## src/rtl/uart_system_top.sv

```systemverilog
// uart_system_top
//   Single-clock UART command processor. Serial bytes arriving on ser_data_in
//   are framed (start, 8 data LSB first, even parity, stop), decoded as
//   commands, and used to access a 16x8 register file and a 16-bit-result ALU.
//   Read data and ALU results are returned on ser_data_out with the same
//   frame format.
//
//   Commands: AA addr data  -> write register
//             BB addr       -> read register, 1 response byte
//             CC a b op     -> reg0=a, reg1=b, then ALU op, 2 response bytes
//             DD op         -> ALU op on reg0/reg1, 2 response bytes (lo, hi)
//
// Ports
//   ref_clk      in   sole clock, rising edge
//   reset        in   asynchronous, active-high
//   ser_data_in  in   serial receive line (idle high, asynchronous)
//   ser_data_out out  serial transmit line (idle high)
//   par_error    out  one-cycle pulse on a frame with bad parity
//   frame_error  out  one-cycle pulse on a frame whose stop bit is 0
//   tx_busy      out  high while a response frame is on the line
module uart_system_top #(
  parameter int DATA_WIDTH               = 8,
  parameter int REGISTER_FILE_DEPTH      = 16,
  parameter int SYNCHRONIZER_STAGE_COUNT = 2,
  parameter int CLKS_PER_BIT             = 16
) (
  input  logic ref_clk,
  input  logic reset,
  input  logic ser_data_in,
  output logic ser_data_out,
  output logic par_error,
  output logic frame_error,
  output logic tx_busy
);

  localparam int DW = DATA_WIDTH;
  localparam int AW = $clog2(REGISTER_FILE_DEPTH);
  localparam int CW = $clog2(CLKS_PER_BIT + 1);
  localparam logic [CW-1:0] BIT_LAST = CW'(CLKS_PER_BIT - 1);
  localparam logic [CW-1:0] BIT_MID  = CW'(CLKS_PER_BIT / 2 - 1);
  localparam logic [CW-1:0] GAP_LEN  = CW'(CLKS_PER_BIT);

  function automatic logic [2*DW-1:0] alu_op(input logic [3:0] op,
                                              input logic [DW-1:0] a,
                                              input logic [DW-1:0] b);
    logic [2*DW-1:0] ea;
    logic [2*DW-1:0] eb;
    ea = {{DW{1'b0}}, a};
    eb = {{DW{1'b0}}, b};
    case (op)
      4'h0:    alu_op = ea + eb;
      4'h1:    alu_op = ea - eb;
      4'h2:    alu_op = ea * eb;
      4'h3:    alu_op = (b == '0) ? '0 : ea / eb;
      4'h4:    alu_op = ea & eb;
      4'h5:    alu_op = ea | eb;
      4'h6:    alu_op = {{DW{1'b0}}, ~(a & b)};
      4'h7:    alu_op = {{DW{1'b0}}, ~(a | b)};
      4'h8:    alu_op = ea ^ eb;
      4'h9:    alu_op = {{DW{1'b0}}, ~(a ^ b)};
      4'hA:    alu_op = (a == b) ? (2*DW)'(1) : '0;
      4'hB:    alu_op = (a > b)  ? (2*DW)'(2) : '0;
      4'hC:    alu_op = (a < b)  ? (2*DW)'(3) : '0;
      4'hD:    alu_op = ea >> 1;
      4'hE:    alu_op = ea << 1;
      default: alu_op = '0;
    endcase
  endfunction

  // ---------------- input synchronizer ----------------
  logic [SYNCHRONIZER_STAGE_COUNT-1:0] sync_q;
  logic                                rx_in;

  always_ff @(posedge ref_clk or posedge reset) begin
    if (reset) sync_q <= '1;
    else       sync_q <= (sync_q << 1) | SYNCHRONIZER_STAGE_COUNT'(ser_data_in);
  end

  assign rx_in = sync_q[SYNCHRONIZER_STAGE_COUNT-1];

  // ---------------- receiver ----------------
  typedef enum logic [1:0] {RX_IDLE, RX_START, RX_BITS} rx_state_t;
  rx_state_t      rx_state, rx_state_nxt;
  logic [CW-1:0]  rx_cnt;
  logic [3:0]     rx_idx;
  logic [DW-1:0]  rx_data;
  logic           rx_par_bit;
  logic           rx_prev;
  logic           rx_bit_end;
  logic           rx_valid, rx_par_bad, rx_stop_bad, rx_err;

  assign rx_bit_end = (rx_cnt == BIT_LAST);
  assign rx_err     = rx_par_bad | rx_stop_bad;

  always_comb begin
    rx_state_nxt = rx_state;
    rx_valid     = 1'b0;
    rx_par_bad   = 1'b0;
    rx_stop_bad  = 1'b0;
    case (rx_state)
      RX_IDLE:  if (rx_prev && !rx_in) rx_state_nxt = RX_START;
      // a start bit that is high again at mid-bit was a glitch
      RX_START: if (rx_cnt == BIT_MID) rx_state_nxt = rx_in ? RX_IDLE : RX_BITS;
      RX_BITS: begin
        if (rx_bit_end && rx_idx == 4'(DW + 1)) begin
          rx_state_nxt = RX_IDLE;
          rx_stop_bad  = !rx_in;
          rx_par_bad   = ((^rx_data) != rx_par_bit);
          rx_valid     = rx_in && ((^rx_data) == rx_par_bit);
        end
      end
      default:  rx_state_nxt = RX_IDLE;
    endcase
  end

  always_ff @(posedge ref_clk or posedge reset) begin
    if (reset) begin
      rx_state    <= RX_IDLE;
      rx_cnt      <= '0;
      rx_idx      <= '0;
      rx_prev     <= 1'b1;
      par_error   <= 1'b0;
      frame_error <= 1'b0;
    end else begin
      rx_state    <= rx_state_nxt;
      rx_prev     <= rx_in;
      par_error   <= rx_par_bad;
      frame_error <= rx_stop_bad;
      if (rx_state != rx_state_nxt || rx_bit_end) rx_cnt <= '0;
      else if (rx_state != RX_IDLE)               rx_cnt <= rx_cnt + CW'(1);
      if (rx_state == RX_START)                rx_idx <= '0;
      else if (rx_state == RX_BITS && rx_bit_end) rx_idx <= rx_idx + 4'(1);
    end
  end

  always_ff @(posedge ref_clk) begin
    if (rx_state == RX_BITS && rx_bit_end) begin
      if (rx_idx < 4'(DW))       rx_data    <= {rx_in, rx_data[DW-1:1]};
      else if (rx_idx == 4'(DW)) rx_par_bit <= rx_in;
    end
  end

  // ---------------- transmitter ----------------
  typedef enum logic {TX_IDLE, TX_SEND} tx_state_t;
  tx_state_t      tx_state, tx_state_nxt;
  logic [DW+2:0]  tx_frame;
  logic [CW-1:0]  tx_cnt;
  logic [3:0]     tx_idx;
  logic           tx_start, tx_done;
  logic [DW-1:0]  tx_data;

  assign tx_done = (tx_state == TX_SEND) && (tx_cnt == BIT_LAST) && (tx_idx == 4'(DW + 2));

  always_comb begin
    tx_state_nxt = tx_state;
    case (tx_state)
      TX_IDLE: if (tx_start) tx_state_nxt = TX_SEND;
      TX_SEND: if (tx_done)  tx_state_nxt = TX_IDLE;
      default: tx_state_nxt = TX_IDLE;
    endcase
  end

  always_ff @(posedge ref_clk or posedge reset) begin
    if (reset) begin
      tx_state <= TX_IDLE;
      tx_cnt   <= '0;
      tx_idx   <= '0;
    end else begin
      tx_state <= tx_state_nxt;
      if (tx_state == TX_IDLE || tx_cnt == BIT_LAST) tx_cnt <= '0;
      else                                           tx_cnt <= tx_cnt + CW'(1);
      if (tx_state == TX_IDLE)     tx_idx <= '0;
      else if (tx_cnt == BIT_LAST) tx_idx <= tx_idx + 4'(1);
    end
  end

  always_ff @(posedge ref_clk) begin
    if (tx_state == TX_IDLE) begin
      if (tx_start) tx_frame <= {1'b1, ^tx_data, tx_data, 1'b0};
    end else if (tx_cnt == BIT_LAST) begin
      tx_frame <= {1'b1, tx_frame[DW+2:1]};
    end
  end

  // line is forced idle by state alone, so reset releases it immediately
  assign tx_busy      = (tx_state == TX_SEND);
  assign ser_data_out = !tx_busy || tx_frame[0];

  // ---------------- command controller ----------------
  typedef enum logic [2:0] {IDLE, WR_ADDR, WR_DATA, RD_ADDR, OPA, OPB, FUNC, RESP} ctl_state_t;
  ctl_state_t      ctl_state, ctl_state_nxt;
  logic [DW-1:0]   regs [REGISTER_FILE_DEPTH];
  logic [AW-1:0]   wr_addr;
  logic [DW-1:0]   resp_lo, resp_hi;
  logic            resp_two;
  logic            resp_idx;
  logic            resp_sending;
  logic [CW-1:0]   gap_cnt;
  logic [2*DW-1:0] alu_res;

  assign alu_res = alu_op(rx_data[3:0], regs[0], regs[1]);
  assign tx_data = resp_idx ? resp_hi : resp_lo;

  always_comb begin
    ctl_state_nxt = ctl_state;
    tx_start      = 1'b0;
    // a bad frame abandons a partly received command; responses run to completion
    if (ctl_state != RESP && rx_err) begin
      ctl_state_nxt = IDLE;
    end else begin
      case (ctl_state)
        IDLE: begin
          if (rx_valid) begin
            case (rx_data)
              DW'(8'hAA): ctl_state_nxt = WR_ADDR;
              DW'(8'hBB): ctl_state_nxt = RD_ADDR;
              DW'(8'hCC): ctl_state_nxt = OPA;
              DW'(8'hDD): ctl_state_nxt = FUNC;
              default:    ctl_state_nxt = IDLE;
            endcase
          end
        end
        WR_ADDR: if (rx_valid) ctl_state_nxt = WR_DATA;
        WR_DATA: if (rx_valid) ctl_state_nxt = IDLE;
        RD_ADDR: if (rx_valid) ctl_state_nxt = RESP;
        OPA:     if (rx_valid) ctl_state_nxt = OPB;
        OPB:     if (rx_valid) ctl_state_nxt = FUNC;
        FUNC:    if (rx_valid) ctl_state_nxt = RESP;
        RESP: begin
          // gap_cnt holds off the second byte so the line idles a full bit
          tx_start = !resp_sending && (gap_cnt == '0);
          if (tx_done && (resp_idx == resp_two)) ctl_state_nxt = IDLE;
        end
        default: ctl_state_nxt = IDLE;
      endcase
    end
  end

  always_ff @(posedge ref_clk or posedge reset) begin
    if (reset) begin
      ctl_state    <= IDLE;
      resp_sending <= 1'b0;
      resp_idx     <= 1'b0;
      gap_cnt      <= '0;
      for (int i = 0; i < REGISTER_FILE_DEPTH; i++) regs[i] <= '0;
    end else begin
      ctl_state <= ctl_state_nxt;
      if (ctl_state == RESP) begin
        if (tx_start) begin
          resp_sending <= 1'b1;
        end else if (tx_done) begin
          resp_sending <= 1'b0;
          resp_idx     <= ~resp_idx;
          gap_cnt      <= GAP_LEN;
        end else if (!resp_sending && gap_cnt != '0) begin
          gap_cnt <= gap_cnt - CW'(1);
        end
      end else begin
        resp_sending <= 1'b0;
        resp_idx     <= 1'b0;
        gap_cnt      <= '0;
      end
      if (rx_valid) begin
        case (ctl_state)
          WR_DATA: regs[wr_addr] <= rx_data;
          OPA:     regs[0]       <= rx_data;
          OPB:     regs[1]       <= rx_data;
          default: ;
        endcase
      end
    end
  end

  always_ff @(posedge ref_clk) begin
    if (rx_valid) begin
      case (ctl_state)
        WR_ADDR: wr_addr <= rx_data[AW-1:0];
        RD_ADDR: begin
          resp_lo  <= regs[rx_data[AW-1:0]];
          resp_two <= 1'b0;
        end
        FUNC: begin
          {resp_hi, resp_lo} <= alu_res;
          resp_two           <= 1'b1;
        end
        default: ;
      endcase
    end
  end

endmodule

```

## config.mk

```make
export PLATFORM = sky130hd
export DESIGN_NAME = uart_system_top
export DESIGN_NICKNAME = d
export VERILOG_FILES = /design/src/rtl/uart_system_top.sv
export SDC_FILE = /design/constraint.sdc
export NUM_CORES = 1
export LEC_CHECK = 0
export CORE_MARGIN = 2
export CORE_UTILIZATION = 50
export CTS_BUF_LIST = sky130_fd_sc_hd__clkbuf_4
export CTS_CLUSTER_SIZE = 10
export DETAILED_ROUTE_END_ITERATION = 8
export HOLD_SLACK_MARGIN = 0.06
export PLACE_DENSITY = 0.72
export RECOVER_POWER = 25
export SETUP_SLACK_MARGIN = 0.02
export SYNTH_ARGS = -nofsm -noshare
export SYNTH_HDL_FRONTEND = slang
export SYNTH_SLANG_ARGS = --single-unit
export TNS_END_PERCENT = 50
```

## constraint.sdc

```tcl
create_clock -name ref_clk -period 61.5 [get_ports ref_clk]
set_clock_uncertainty 0.15 [all_clocks]
set_input_delay 12.3 -clock ref_clk [delete_from_list [all_inputs] [get_ports ref_clk]]
set_output_delay 12.3 -clock ref_clk [all_outputs]
set_load 0.005 [all_outputs]
```

==> reports/metrics.csv, run 1 <==
stage;metric;value;unit
clocking;cts_buffers;52;
synth;ys_ff_latch;204;
clocking;numClockSinks;204;
global_routing;antenna_found_initial;3;
synth;ys.flop_type;dfrtp_1;
clocking;clkLatencyLatePin;0.65;ns
layout;drive_gt1_share;11.8;%
die;floorplan.initialDensity;50.5;%
global_routing;grt_overflow_total;0;
sta;fin_hold_ws;0.216;ns
placement;port_buffers;6;
synth;syn_avg_cell_area;9.06;µm²
global_routing;grt_pass1_vias;15600;
setup_path;worstSetupPathType;reg2reg;
sta;fmax;0.0322;GHz
sta;max_slew.worst_pin.slew;2.72;ns
setup_path;cpPeakStageDelay;0.73;ns
clocking;clockBufferDepth;3;
setup_path;worstPathArrival;31.30;ns
synth;synthArstFlopShare;80.4;%
die;die_w;196;µm
layout;finish.net_count;2251;
clocking;post_cts_buffers;0;
synth;yosysMostFrequentCell;nand2_1;
clocking;htreeDepth;2;
status;status;complete, but fails checks;
detailed_routing;ant_nets;0;
layout;finish.utilization;53.4;%
sta;hold_violations;0;
flow_run;timing.max_cap.violations;2;
clocking;clk_pin_slew;0.08;ns
sta;rsz0062_at_grt;false;
synth;ys_warn_count;0;
global_routing;grt_pass1_wl;82900;µm
die;coreArea;36300;µm²
global_routing;grt_max_degree;95;
synth;synth_common_cells;234 x nand2_1, 187 x nor2_1, 186 x ha_1, 161 x dfrtp_1, 160 x o21ai_0;
detailed_routing;drt_iter0_markers;1421;
detailed_routing;route.vias.total;15700;
synth;synth_top_area_share;22.0;%
sta;layout_min_cycle_time;31.05;ns
setup_path;end_kind;register;
sta;final.setup.tns;0;ns
status;violations;max-capacitance violations, max-slew violations;
synth;yosysSeqAreaShare;28.9;%
synth;yosysUniqueCellTypes;104;
setup_path;crit_required;61.75;ns
synth;synth_area;18300;µm²
detailed_routing;wl_per_cell;19.9;µm
synth;netlist_instances;2026;
synth;synth_edf_count;40;
setup_path;path_common_cell;o21a_1;
die;ios;7;
detailed_routing;dr.pass1.iters;7;
clocking;root_buffer;clkbuf_4;
global_routing;grtUsageTotal;26.9;%
die;rows;70;
clocking;cts_tree;built;
layout;areaGrowthSynthToFinish;5.87;%
sta;slew_violations;73;
layout;fillers;3356;
detailed_routing;drc;0;
synth;synth_top_area_cell;dfrtp_1;
sta;maxSlewHeadroom;-81.6;%
setup_path;path_max_fanout;17;
placement;dpl.hpwl;36500;µm
die;dieArea;38200;µm²
detailed_routing;via_per_inst;6.20;
sta;final.period_utilization;50.5;%
die;die_h;196;µm
synth;synthTopCellsByArea;dfrtp_1 22%, ha_1 13%, edfxtp_1 6.5%, mux4_2 4.8%, nand2_1 4.8%;
setup_path;worstSetupStartpointType;register;
detailed_routing;routed_wl;50400;µm
clocking;post_cts_resized;0;
min_path;hp-class;reg2reg;
sta;setup_viol;0;
placement;gp_congestion;0.949;
clocking;cts_hold_buf;0;
setup_path;crit_slowest_cell;nor3_2;
## sequential cells by signal, indices dropped and copies added, names as in the netlist, 2 cells and up
register	count
regs	128
tx_frame	10
resp_hi	8
resp_lo	8
rx_data	8
gap_cnt	5
rx_cnt	5
tx_cnt	5
rx_idx	4
tx_idx	4
wr_addr	4
ctl_state	3
rx_state	2
sync_q	2
## layer usage
layer	vias up	global-route usage (%)	wire [µm]
li1	7356	-	-
met1	7637	35.7	21600
met2	603	44.4	23600
met3	113	4.01	3480
met4	4	10.9	1800
met5	-	0	24
## worst max-delay path, delay by kind of cell, from the launching register on
family                   cells  cell delay (ns)
AO/OA/AOI/OAI               67            15.36
AND/OR/NAND/NOR             35             8.43
adder cells (fa/ha/maj)     14             4.06
multiplexers                 6             2.05
flip-flops                   1             0.60
buffers and inverters        1             0.12
## cell type report
type                    count  area [µm²]  area share, %
multi-input cells        1623       12200           63.0
flip-flops and latches    204        5310           27.3
well taps                 468         586           3.01
clock buffers              76         571           2.94
inverters                 119         452           2.33
repair buffers             24         176          0.908
clock inverters            20        81.3          0.419
diodes                      2        5.00         0.0258
## layout by cell type, fill, tap and decap left out, types with 52 or more instances in the layout
cell type  Yosys  layout
a21oi_1      100     100
clkbuf_4       0      76
dfrtp_1      161     161
ha_1         186     186
inv_1        110     109
mux2_2        62      62
nand2_1      234     234
nor2_1       187     187
o21ai_0      160     160
xnor2_1       52      52
## worst paths after layout
path	startpoint	to	slack, ns	cells past startpoint
max in group asynchronous	reset	regs[124]$_DFFE_PP0P_	47.72	3
setup / recovery	regs[112]$_DFFE_PP0P_	resp_lo[0]$_DFFE_PP_	30.45	123
hold reg to reg	sync_q[0]$_DFF_PP1_	sync_q[1]$_DFF_PP1_	0.22	0
min in group asynchronous	reset	regs[73]$_DFFE_PP0P_	12.03	2
hold / removal	sync_q[0]$_DFF_PP1_	sync_q[1]$_DFF_PP1_	0.22	0
setup reg to reg	regs[112]$_DFFE_PP0P_	resp_lo[0]$_DFFE_PP_	30.45	123
## through the flow
step	worst slack, ns	cell area, µm²	instances
3_5_place_dp	30.87	18800	2438
5_1_grt	27.71	19400	2536
4_1_cts	30.85	19400	2534
3_3_place_gp	32.10	18800	2438
6_report	30.45	19400	2536
2_1_floorplan	34.08	18400	2033
## kinds of logic (layout without fill, tap and decap cells)
logic type / count (synthesis) / count (layout) / share of synthesized area [%]
AND/OR/NAND/NOR: 666 / 666 / 17.0
XOR/XNOR: 74 / 74 / 3.53
buffers and inverters: 206 / 239 / 4.47
flip-flops: 204 / 204 / 28.9
adder cells (fa/ha/maj): 225 / 225 / 16.9
AO/OA/AOI/OAI: 514 / 514 / 18.5
multiplexers: 136 / 136 / 10.6
other: 1 / 10 / 0.0204
Power of run 1 is not shown: default switching activity piles up to over one toggle a cycle in this logic, so the estimate is an artifact.
==> inputs of run 2 (changes only) <==
- clock period: 61.5 -> 31.3 ns (I/O delays scaled with it)
==> run 2 against run 1 <==
Net effect: the flow still finishes with violations (max-capacitance violations, max-slew violations); global-route usage down 0.41 points; routed wire length hardly changed; sequential cell count stayed put; cell count shrank 0.12%; first-iteration DRC count is 7.6% lower; critical path depth fell by 2; sequential share of layout area fell by 0.078 points.
==> reports/metrics.csv, run 2 (synthesis results as in run 1) <==
stage;metric;value;unit
setup_path;path_delay_family;compound AO/OA/AOI/OAI gates;
setup_path;end_kind;register;
setup_path;crit_slowest_cell;or4_4;
sta;final.setup.tns;0;ns
clocking;root_buffer;clkbuf_4;
layout;multiInputGateArea;12300;µm²
die;ios;7;
flow_run;timing.max_cap.violations;2;
sta;layout_min_cycle_time;29.05;ns
setup_path;crit_start;regs[119]$_DFFE_PP0P_;
setup_path;worstSetupStartpointType;register;
detailed_routing;route.vias.total;15800;
layout;mostFrequentLayoutCell;nand2_1;
layout;regMostFlops;regs;
layout;finish.net_count;2255;
clocking;cts_buffers;51;
detailed_routing;via_per_inst;6.25;
sta;setup_viol;0;
layout;finish.utilization;53.6;%
die;die_h;196;µm
global_routing;grt_pass1_wl;81200;µm
status;status;complete, but fails checks;
layout;fillers;3279;
placement;dpl.hpwl;36400;µm
layout;fin_cells;2533;
detailed_routing;drc;0;
layout;drive_gt1_share;12.5;%
clocking;htreeDepth;2;
clocking;cts_tree;built;
die;coreArea;36300;µm²
setup_path;worstSetupPathType;reg2reg;
sta;final.period_utilization;92.8;%
sta;fmax;0.0344;GHz
detailed_routing;dr.pass1.iters;6;
clocking;clk_pin_slew;0.08;ns
layout;seq_area;5310;µm²
die;dieArea;38200;µm²
detailed_routing;met2_length;22600;µm
detailed_routing;wl_met3;4070;µm
detailed_routing;top_layer_used;met4;
detailed_routing;drt-met1-wl;21200;µm
sta;slew_violations;85;
setup_path;worstPathArrival;29.28;ns
setup_path;path_common_cell;o21a_1;
detailed_routing;wl_per_cell;19.9;µm
setup_path;cpPeakStageDelay;0.67;ns
placement;gp_congestion;0.962;
setup_path;path_max_fanout;17;
global_routing;grtUsageTotal;26.5;%
global_routing;grt_max_degree;101;
setup_path;r2r_start;regs[119]$_DFFE_PP0P_;
status;violations;max-capacitance violations, max-slew violations;
global_routing;grt_pass1_vias;15500;
global_routing;antenna_found_initial;1;
layout;mostFrequentLayoutCells;234 x nand2_1, 186 x ha_1, 185 x nor2_1;
setup_path;crit_required;31.52;ns
die;die_w;196;µm
setup_path;path_buf_inv;1;
layout;reg.largest.list;regs: 128 flops, tx_frame: 10 flops;
global_routing;grt_overflow_total;0;
die;rows;70;
min_path;hp-class;reg2reg;
sta;rsz0062_at_grt;false;
detailed_routing;ant_nets;0;
sta;maxSlewHeadroom;-105;%
clocking;numClockSinks;204;
sta;max_slew.worst_pin.slew;3.07;ns
clocking;cts_hold_buf;0;
layout;areaGrowthSynthToFinish;6.20;%
layout;largest_register_ffs;128;
placement;port_buffers;6;
clocking;clockBufferDepth;3;
detailed_routing;routed_wl;50400;µm
clocking;clkLatencyLatePin;0.65;ns
detailed_routing;drt_iter0_markers;1313;
min_path;hold_start;sync_q[0]$_DFF_PP1_;
placement;dp_cells;2438;
sta;hold_violations;0;
die;floorplan.initialDensity;50.5;%
[run 2: final cells by class]
| class | instances | area share [%] |
|---|---|---|
| Sequential cell | 204 | 27.3 |
| Clock buffer | 72 | 2.77 |
| Tap cell | 468 | 3.01 |
| Inverter | 119 | 2.32 |
| Clock inverter | 16 | 0.340 |
| Timing Repair Buffer | 29 | 1.10 |
| Antenna cell | 2 | 0.0257 |
| Multi-Input combinational cell | 1623 | 63.2 |
[run 2: path summary, 6_finish.rpt]
check	endpoint	slack, ns	cells after the start
worst min register to register	sync_q[1]$_DFF_PP1_	0.20	0
max in group asynchronous	rx_state[0]$_DFF_PP0_	23.57	3
worst max-delay path	resp_lo[0]$_DFFE_PP_	2.25	121
worst min-delay path	sync_q[1]$_DFF_PP1_	0.20	0
min in group asynchronous	regs[83]$_DFFE_PP0P_	6.02	2
worst max register to register	resp_lo[0]$_DFFE_PP_	2.25	121
[run 2: metrics by stage]
stage          instance area [µm²]  hold slack [ns]  setup WS (ns)
3_5_place_dp                 18800            0.205          0.610
6_report                     19500            0.198           2.25
2_1_floorplan                18400            0.195           3.88
3_3_place_gp                 18800            0.197           1.89
4_1_cts                      19400            0.197          0.470
5_1_grt                      19500            0.197         0.0231
[run 2: routing by layer]
layer | track usage [%] | up-vias
met5 | 0 | -
met4 | 12.9 | 0
met3 | 4.27 | 180
met2 | 42.2 | 711
met1 | 35.3 | 7600
li1 | - | 7339
[run 2: timing repair]
item / in CTS / in global routing
resized for setup: 0 / 20
setup endpoints to repair: 0 / 2
buffers inserted: 0 / 5
Power of run 2 is left out for the same reason.
